<file path="src/rtl/mul52_round_sat_pkg.sv">
// -----------------------------------------------------------------------------
// mul52_round_sat_pkg
// Widths, output limits and the saturation helper shared by the 52x52
// multiplier post-processing stage. The multiplier and this block both
// import these definitions so their product and output widths cannot drift
// apart.
// -----------------------------------------------------------------------------
package mul52_round_sat_pkg;

   localparam int W_PROD = 103;           // signed product from the multiplier
   localparam int W_OUT  = 52;            // signed rounded/saturated result
   localparam int W_EXT  = W_PROD + 1;    // product plus one guard bit for the bias add

   localparam logic [W_OUT-1:0] OUT_MAX = {1'b0, {(W_OUT-1){1'b1}}};  //  2^51 - 1
   localparam logic [W_OUT-1:0] OUT_MIN = {1'b1, {(W_OUT-1){1'b0}}};  // -2^51

   // One FIFO word: saturation flag above the result.
   typedef struct packed {
      logic             sat;
      logic [W_OUT-1:0] d;
   } result_t;

   // Rounding bias for half-toward-+inf before an arithmetic right shift.
   function automatic logic signed [W_EXT-1:0] round_bias(input int shift);
      logic signed [W_EXT-1:0] one;
      one = W_EXT'(1);
      if (shift > 0) return one <<< (shift - 1);
      return '0;
   endfunction

   // Clamp a shifted value to W_OUT signed bits.
   function automatic result_t saturate(input logic signed [W_EXT-1:0] r);
      result_t res;
      // The value fits only if every bit from the output sign bit upward is
      // a copy of the extended sign.
      if (r[W_EXT-1:W_OUT-1] == '0 || r[W_EXT-1:W_OUT-1] == '1) begin
         res.sat = 1'b0;
         res.d   = r[W_OUT-1:0];
      end else if (r[W_EXT-1]) begin
         res.sat = 1'b1;
         res.d   = OUT_MIN;
      end else begin
         res.sat = 1'b1;
         res.d   = OUT_MAX;
      end
      return res;
   endfunction

endpackage

</file>
<file path="src/rtl/mul52_round_sat_if.sv">
// -----------------------------------------------------------------------------
// mul52_round_sat_if
// Product input strobe and FWFT result stream of mul52_round_sat.
//   i_c_en / i_c          : product strobe and 103-bit signed product
//   o_d / o_d_sat / o_d_vld : FIFO head word, its saturation flag, non-empty
//   i_d_rdy               : consumer ready (pops the head when o_d_vld)
// master = the surrounding logic (multiplier + consumer), slave = the block.
// -----------------------------------------------------------------------------
interface mul52_round_sat_if;
   import mul52_round_sat_pkg::*;

   logic              i_c_en;
   logic [W_PROD-1:0] i_c;
   logic [W_OUT-1:0]  o_d;
   logic              o_d_sat;
   logic              o_d_vld;
   logic              i_d_rdy;

   modport master (
      output i_c_en, i_c, i_d_rdy,
      input  o_d, o_d_sat, o_d_vld
   );

   modport slave (
      input  i_c_en, i_c, i_d_rdy,
      output o_d, o_d_sat, o_d_vld
   );

endinterface

</file>
<file path="src/rtl/mul52_round_sat_sync_fifo_fwft.sv">
// -----------------------------------------------------------------------------
// sync_fifo_fwft
// First-word-fall-through synchronous FIFO. rd_data shows the head entry
// whenever the FIFO is non-empty and reads as zero when empty.
//   i_clk, i_rst : clock, synchronous active-high reset
//   wr_en/wr_data: write; accepted when not full, or when full with a
//                  same-cycle read
//   rd_en/rd_data: pop the head; ignored while empty
//   empty, full, count : occupancy
// -----------------------------------------------------------------------------
module sync_fifo_fwft #(
   parameter int WIDTH = 53,
   parameter int DEPTH = 4
) (
   input  logic                     i_clk,
   input  logic                     i_rst,
   input  logic                     wr_en,
   input  logic [WIDTH-1:0]         wr_data,
   input  logic                     rd_en,
   output logic [WIDTH-1:0]         rd_data,
   output logic                     empty,
   output logic                     full,
   output logic [$clog2(DEPTH):0]   count
);

   localparam int AW = $clog2(DEPTH);

   logic [WIDTH-1:0] mem [DEPTH];
   logic [AW-1:0]    wr_ptr;
   logic [AW-1:0]    rd_ptr;
   logic [AW:0]      cnt;
   logic             do_rd;
   logic             do_wr;

   assign empty = (cnt == '0);
   assign full  = (cnt == (AW+1)'(DEPTH));
   assign count = cnt;

   // A write into a full FIFO is accepted only when the head leaves in the
   // same cycle; the freed slot is the one being written.
   assign do_rd = rd_en & ~empty;
   assign do_wr = wr_en & (~full | do_rd);

   always_ff @(posedge i_clk) begin
      if (i_rst) begin
         wr_ptr <= '0;
         rd_ptr <= '0;
         cnt    <= '0;
      end else begin
         if (do_wr) wr_ptr <= wr_ptr + 1'b1;
         if (do_rd) rd_ptr <= rd_ptr + 1'b1;
         case ({do_wr, do_rd})
            2'b10:   cnt <= cnt + 1'b1;
            2'b01:   cnt <= cnt - 1'b1;
            default: cnt <= cnt;
         endcase
      end
   end

   // NOTE: storage has no reset; pointers and count define validity, and the
   // empty mask below keeps stale contents off the output.
   always_ff @(posedge i_clk) begin
      if (do_wr) mem[wr_ptr] <= wr_data;
   end

   assign rd_data = empty ? '0 : mem[rd_ptr];

endmodule

</file>
<file path="src/rtl/mul52_round_sat.sv">
// -----------------------------------------------------------------------------
// mul52_round_sat
// Rounds each 103-bit signed product to nearest (half toward +inf) at a fixed
// binary point, saturates to 52-bit signed and queues it in an FWFT FIFO.
//   i_clk, i_rst : clock, synchronous active-high reset
//   bus (slave)  : product strobe/data in, result stream out
//   o_afull      : upstream must stop issuing multiplies (level)
//   o_drop       : sticky, a result was lost to a full FIFO
//   o_sat_cnt    : saturated-result count, holds at 16'hFFFF
// Latency: product sampled at E0, written to the FIFO at E1.
// -----------------------------------------------------------------------------
module mul52_round_sat
   import mul52_round_sat_pkg::*;
#(
   parameter int SHIFT        = 50,
   parameter int FIFO_DEPTH   = 4,
   parameter int AFULL_MARGIN = 2
) (
   input  logic                   i_clk,
   input  logic                   i_rst,
   mul52_round_sat_if.slave       bus,
   output logic                   o_afull,
   output logic                   o_drop,
   output logic [15:0]            o_sat_cnt
);

   localparam logic signed [W_EXT-1:0] BIAS = round_bias(SHIFT);
   localparam int                      CW   = $clog2(FIFO_DEPTH) + 1;

   logic signed [W_EXT-1:0] s1_r;
   logic                    s1_vld;
   result_t                 s2;
   result_t                 head;
   logic                    fifo_empty;
   logic                    fifo_full;
   logic [CW-1:0]           fifo_count;
   logic                    pop;

   // Stage S1: sign-extend one bit so the bias add cannot overflow, then
   // shift arithmetically; floor(x + 0.5) is round-half-toward-+inf.
   // NOTE: registered state uses non-blocking assignments so every flop
   // samples pre-edge values regardless of block ordering.
   always_ff @(posedge i_clk) begin
      if (i_rst) begin
         s1_vld <= 1'b0;
         s1_r   <= '0;
      end else begin
         s1_vld <= bus.i_c_en;
         if (bus.i_c_en)
            s1_r <= ($signed({bus.i_c[W_PROD-1], bus.i_c}) + BIAS) >>> SHIFT;
      end
   end

   // Stage S2: saturation, written into the FIFO on the next edge.
   assign s2  = saturate(s1_r);
   assign pop = ~fifo_empty & bus.i_d_rdy;

   sync_fifo_fwft #(
      .WIDTH (W_OUT + 1),
      .DEPTH (FIFO_DEPTH)
   ) u_fifo (
      .i_clk   (i_clk),
      .i_rst   (i_rst),
      .wr_en   (s1_vld),
      .wr_data (s2),
      .rd_en   (pop),
      .rd_data (head),
      .empty   (fifo_empty),
      .full    (fifo_full),
      .count   (fifo_count)
   );

   assign bus.o_d     = head.d;
   assign bus.o_d_sat = head.sat;
   assign bus.o_d_vld = ~fifo_empty;

   // Drop flag and saturation counter; a dropped word still counts as
   // saturated if it was.
   always_ff @(posedge i_clk) begin
      if (i_rst) begin
         o_drop    <= 1'b0;
         o_sat_cnt <= '0;
      end else begin
         if (s1_vld && fifo_full && !pop) o_drop <= 1'b1;
         if (s1_vld && s2.sat && o_sat_cnt != 16'hFFFF)
            o_sat_cnt <= o_sat_cnt + 16'd1;
      end
   end

   // The in-flight S1 word counts as occupied so the stop reaches upstream
   // before that word lands.
   // NOTE: default assignment first so no path leaves o_afull unassigned,
   // which would infer a latch.
   always_comb begin
      o_afull = 1'b0;
      if ((int'(fifo_count) + int'(s1_vld)) >= (FIFO_DEPTH - AFULL_MARGIN))
         o_afull = 1'b1;
   end

endmodule
</file>
<file path="src/flat_wrapper.sv">
// flat-port wrapper written by rule: the top's interface ports become plain ports
module mul52_round_sat_flat import mul52_round_sat_pkg::*;
#(
   parameter int SHIFT        = 50,
   parameter int FIFO_DEPTH   = 4,
   parameter int AFULL_MARGIN = 2
)
  (i_clk, i_rst, o_afull, o_drop, o_sat_cnt, bus_i_c_en, bus_i_c, bus_i_d_rdy, bus_o_d, bus_o_d_sat, bus_o_d_vld);
  mul52_round_sat_if bus_i ();
  input  logic i_clk;
  input  logic i_rst;
  output logic o_afull;
  output logic o_drop;
  output logic [15:0] o_sat_cnt;
  input wire logic [$bits(bus_i.i_c_en)-1:0] bus_i_c_en;
  input wire logic [$bits(bus_i.i_c)-1:0] bus_i_c;
  input wire logic [$bits(bus_i.i_d_rdy)-1:0] bus_i_d_rdy;
  output wire logic [$bits(bus_i.o_d)-1:0] bus_o_d;
  output wire logic [$bits(bus_i.o_d_sat)-1:0] bus_o_d_sat;
  output wire logic [$bits(bus_i.o_d_vld)-1:0] bus_o_d_vld;
  assign bus_i.i_c_en = bus_i_c_en;
  assign bus_i.i_c = bus_i_c;
  assign bus_i.i_d_rdy = bus_i_d_rdy;
  assign bus_o_d = bus_i.o_d;
  assign bus_o_d_sat = bus_i.o_d_sat;
  assign bus_o_d_vld = bus_i.o_d_vld;
  mul52_round_sat #(.SHIFT(SHIFT), .FIFO_DEPTH(FIFO_DEPTH), .AFULL_MARGIN(AFULL_MARGIN)) u_core (.i_clk(i_clk), .i_rst(i_rst), .bus(bus_i), .o_afull(o_afull), .o_drop(o_drop), .o_sat_cnt(o_sat_cnt));
endmodule
</file>
<file path="config.mk">
export PLATFORM = sky130hd
export DESIGN_NAME = mul52_round_sat_flat
export DESIGN_NICKNAME = d
export VERILOG_FILES = /design/src/rtl/mul52_round_sat_pkg.sv /design/src/rtl/mul52_round_sat_if.sv /design/src/rtl/mul52_round_sat_sync_fifo_fwft.sv /design/src/rtl/mul52_round_sat.sv /design/src/flat_wrapper.sv
export SDC_FILE = /design/constraint.sdc
export NUM_CORES = 1
export LEC_CHECK = 0
export ABC_AREA = 1
export CAP_MARGIN = 20
export CORE_MARGIN = 2
export CORE_UTILIZATION = 50
export CTS_CLUSTER_DIAMETER = 80
export CTS_CLUSTER_SIZE = 12
export DETAILED_ROUTE_END_ITERATION = 16
export GPL_ROUTABILITY_DRIVEN = 0
export PLACE_DENSITY = 0.81
export REMOVE_ABC_BUFFERS = 1
export SYNTH_ARGS = -nofsm -noshare
export SYNTH_HDL_FRONTEND = slang
export SYNTH_HIERARCHICAL = 1
export SYNTH_SLANG_ARGS = --single-unit
</file>
<file path="constraint.sdc">
create_clock -name i_clk -period 4.1 [get_ports i_clk]
set_input_delay 0.82 -clock i_clk [delete_from_list [all_inputs] [get_ports i_clk]]
set_output_delay 0.82 -clock i_clk [all_outputs]
set_load 0.01 [all_outputs]
</file>
==> flow_summary_export.csv <==
group,metric,value,unit
run_status,status,"complete, no violations",
clock_tree,cts.repair.resized,0,
floorplanning,dieArea,28910,um^2
worst_setup_path,cp-start-kind,"flop",
floorplanning,initial_core_util,51.00,%
logic_synthesis,ys_ff_latch,293,
logic_synthesis,yosysTopAreaCellShare,46.19,%
timing,hold_violations,0,
detailed_routing,drc,0,
logic_synthesis,ys_top_cells_by_area,"edfxtp_1 46%, dfxtp_1 12%, nor2_1 9.1%",
flow_run,maxCapViolations,0,
logic_synthesis,ys_dominant_reg_cell,"edfxtp_1",
final_layout,final_layout_size_suffix_gt1_share,6.032,%
timing,setup_viol_count_final,0,
logic_synthesis,synth_common_cells,"333 x nor2_1, 271 x nand2_1, 212 x edfxtp_1",
worst_setup_path,cp_data_arrival_time,2.81,ns
clock_tree,htree_num_levels,1,
power_and_ir_drop,ir_drop,0.0003177,V
power_and_ir_drop,p_per_area,425.5,nW/um^2
detailed_routing,ant_nets,0,
worst_setup_path,critPathCaptureType,"output port",
global_routing,antenna_found_initial,7,
floorplanning,core-area,27030,um^2
logic_synthesis,synth_most_common_cell,"nor2_1",
logic_synthesis,yosysUniqueCellTypes,42,
power_and_ir_drop,p_leak,5.996,nW
clock_tree,clk_path_buf_depth,3,
floorplanning,io_pins,179,
global_routing,use_met1,30.27,%
logic_synthesis,synth_edf_count,212,
detailed_routing,routed-via-count,11115,
final_layout,final_nets,1787,
final_layout,area_growth,17.68,%
timing,rsz0062_at_grt,"no",
detailed_routing,first_pass_iters,8,
clock_tree,insertion_delay,0.54,ns
final_layout,fin_util,60.02,%
timing,clock.fmax,0.2753,GHz
clock_tree,cts.sinks,293,
floorplanning,fp-row-count,60,
placed_design,post-dp-hpwl,22730,um
detailed_routing,initialDrtViolationCount,1342,
timing,post-route-period-util,88.60,%
clock_tree,post_cts_buffers,0,
detailed_routing,wl,34410,um
global_routing,grt_busiest_layer,"met2",
worst_setup_path,crit_required,3.28,ns
clock_tree,numCtsBuffers,28,
global_routing,grt_max_degree,69,
clock_tree,cts_tree,"done",
logic_synthesis,yosysWarnings,6,
floorplanning,die_x,170.0,um
clock_tree,holdBufCountCts,0,
global_routing,grt_usage,23.66,%
worst_setup_path,rrSetupSlack,0.93,ns
worst_setup_path,critPathKind,"flop to output port",
timing,maxSlewHeadroom,33.54,%
global_routing,grt_first_pass_wirelength,53790,um
logic_synthesis,ys_seq_area_share,57.95,%
min_path,hold_class,"flop to flop",
detailed_routing,post_drt_wl_per_cell,16.88,um
placed_design,portBuffers,129,
global_routing,grt_util_met2,40.87,%
global_routing,grt_pass1_vias,10560,
clock_tree,clkTransAtPathRegs,0.06,ns
timing,fin_skew,0.01543,ns
logic_synthesis,synth_largest_area_cell,"edfxtp_1",
timing,min_period,3.633,ns
timing,slew_viol_final,0,
logic_synthesis,synthCells,1560,
global_routing,overflow,0,
clock_tree,cts-root-buf,"clkbuf_16",
worst_setup_path,crit_fanout,38,
timing,whs,0.4739,ns
detailed_routing,vias_per_cell,5.454,
logic_synthesis,avgSynthCellArea,8.835,um^2
logic_synthesis,async_reset_ff_share,0,%
logic_synthesis,synth_area,13780,um^2
floorplanning,die_h,170.0,um
timing,worstMarginPinSlew,0.9933,ns
global_routing,use_met3,5.093,%
metrics by stage:
step	cell area, um^2	instances	power, mW	setup slack (ns)	TNS [ns]
CTS	16210	2032	6.934	0.4082	0
finish	16220	2038	6.903	0.4674	0
detailed placement	15370	1981	4.577	0.9541	0
global placement	15370	1981	4.548	0.9808	0
floorplan	13430	1493	4.010	-0.03577	-7.583
global route	16210	2034	7.179	0.2842	0
kinds of logic after synthesis:
logic type / share of synthesized area [%]
and+or+nand+nor: 21.82
AOI/OAI and AO/OA: 11.56
DFF: 57.95
buffers and inverters: 6.182
xor gates and xnor gates: 1.525
adders and majority gates: 0.9623
layout make-up:
cell class / instances / area [um^2]
timing repair buffer: 147 / 1471
multi-input combinational: 1067 / 4981
inverter: 133 / 503.0
tap: 341 / 426.7
clock buffer: 50 / 825.8
sequential: 293 / 7993
clock inverter: 1 / 5.005
fill: 2174 / 10810
antenna: 6 / 15.01
worst paths after layout:
check,start,to,cells after the start
max,flop,bus_o_d[20],6
min,u_core/s1_r[1]$_SDFFE_PP0P_,u_core/s1_r[1]$_SDFFE_PP0P_,2
min reg2reg,u_core/s1_r[1]$_SDFFE_PP0P_,u_core/s1_r[1]$_SDFFE_PP0P_,2
max reg2reg,u_core/u_fifo/count[1]$_SDFFE_PP0P_,u_core/u_fifo/count[2]$_SDFFE_PP0P_,16
metal layers:
layer  routed length [um]  up-vias  part of all wire [%]
met4                  777        2                   2.3
met1                14140     5151                    41
met5                   13        -                 0.038
met2                16540      472                    48
li1                     -     5408                     -
met3                 2944       82                   8.6
report_power, final:
group / total, mW / internal, mW / switching (mW)
Combinational: 1.12 / 0.438 / 0.678
Clock: 2.38 / 1.35 / 1.03
Sequential: 3.41 / 3.35 / 0.0568
Total: 6.90 / 5.14 / 1.77
cell usage in the layout, fill, tap and decap left out, drive strengths merged, types with 2 or more instances in the layout:
cell type,count
a21oi,112
a31oi,2
buf,19
clkbuf,50
clkdlybuf4s50,128
clkinv,3
dfxtp,81
diode,6
edfxtp,212
ha,9
inv,131
nand2,280
nand3,56
nand3b,3
nand4,18
nor2,351
nor3,15
o21ai,181
o21bai,6
o22ai,5
xnor2,6
xor2,18
worst max-delay path, cell delays in order (launching register included):
cell and delay, ns:
dfxtp_4 0.65, buf_4 0.48, nor2_1 0.10, nor2_1 0.08, o21ai_0 0.10, a21oi_1 0.26
clkdlybuf4s50_1 0.58
registers in the layout, summed over array words and instances, names as in the netlist, named ones only:
register,count
u_core/u_fifo/count,3
u_core/u_fifo/rd_ptr,2
u_core/o_drop,1
u_core/o_sat_cnt,16
u_core/u_fifo/wr_ptr,2
u_core/s1_r,54
u_core/s1_vld,1
u_core/u_fifo/mem,212
(Power assumes the default switching activity.)
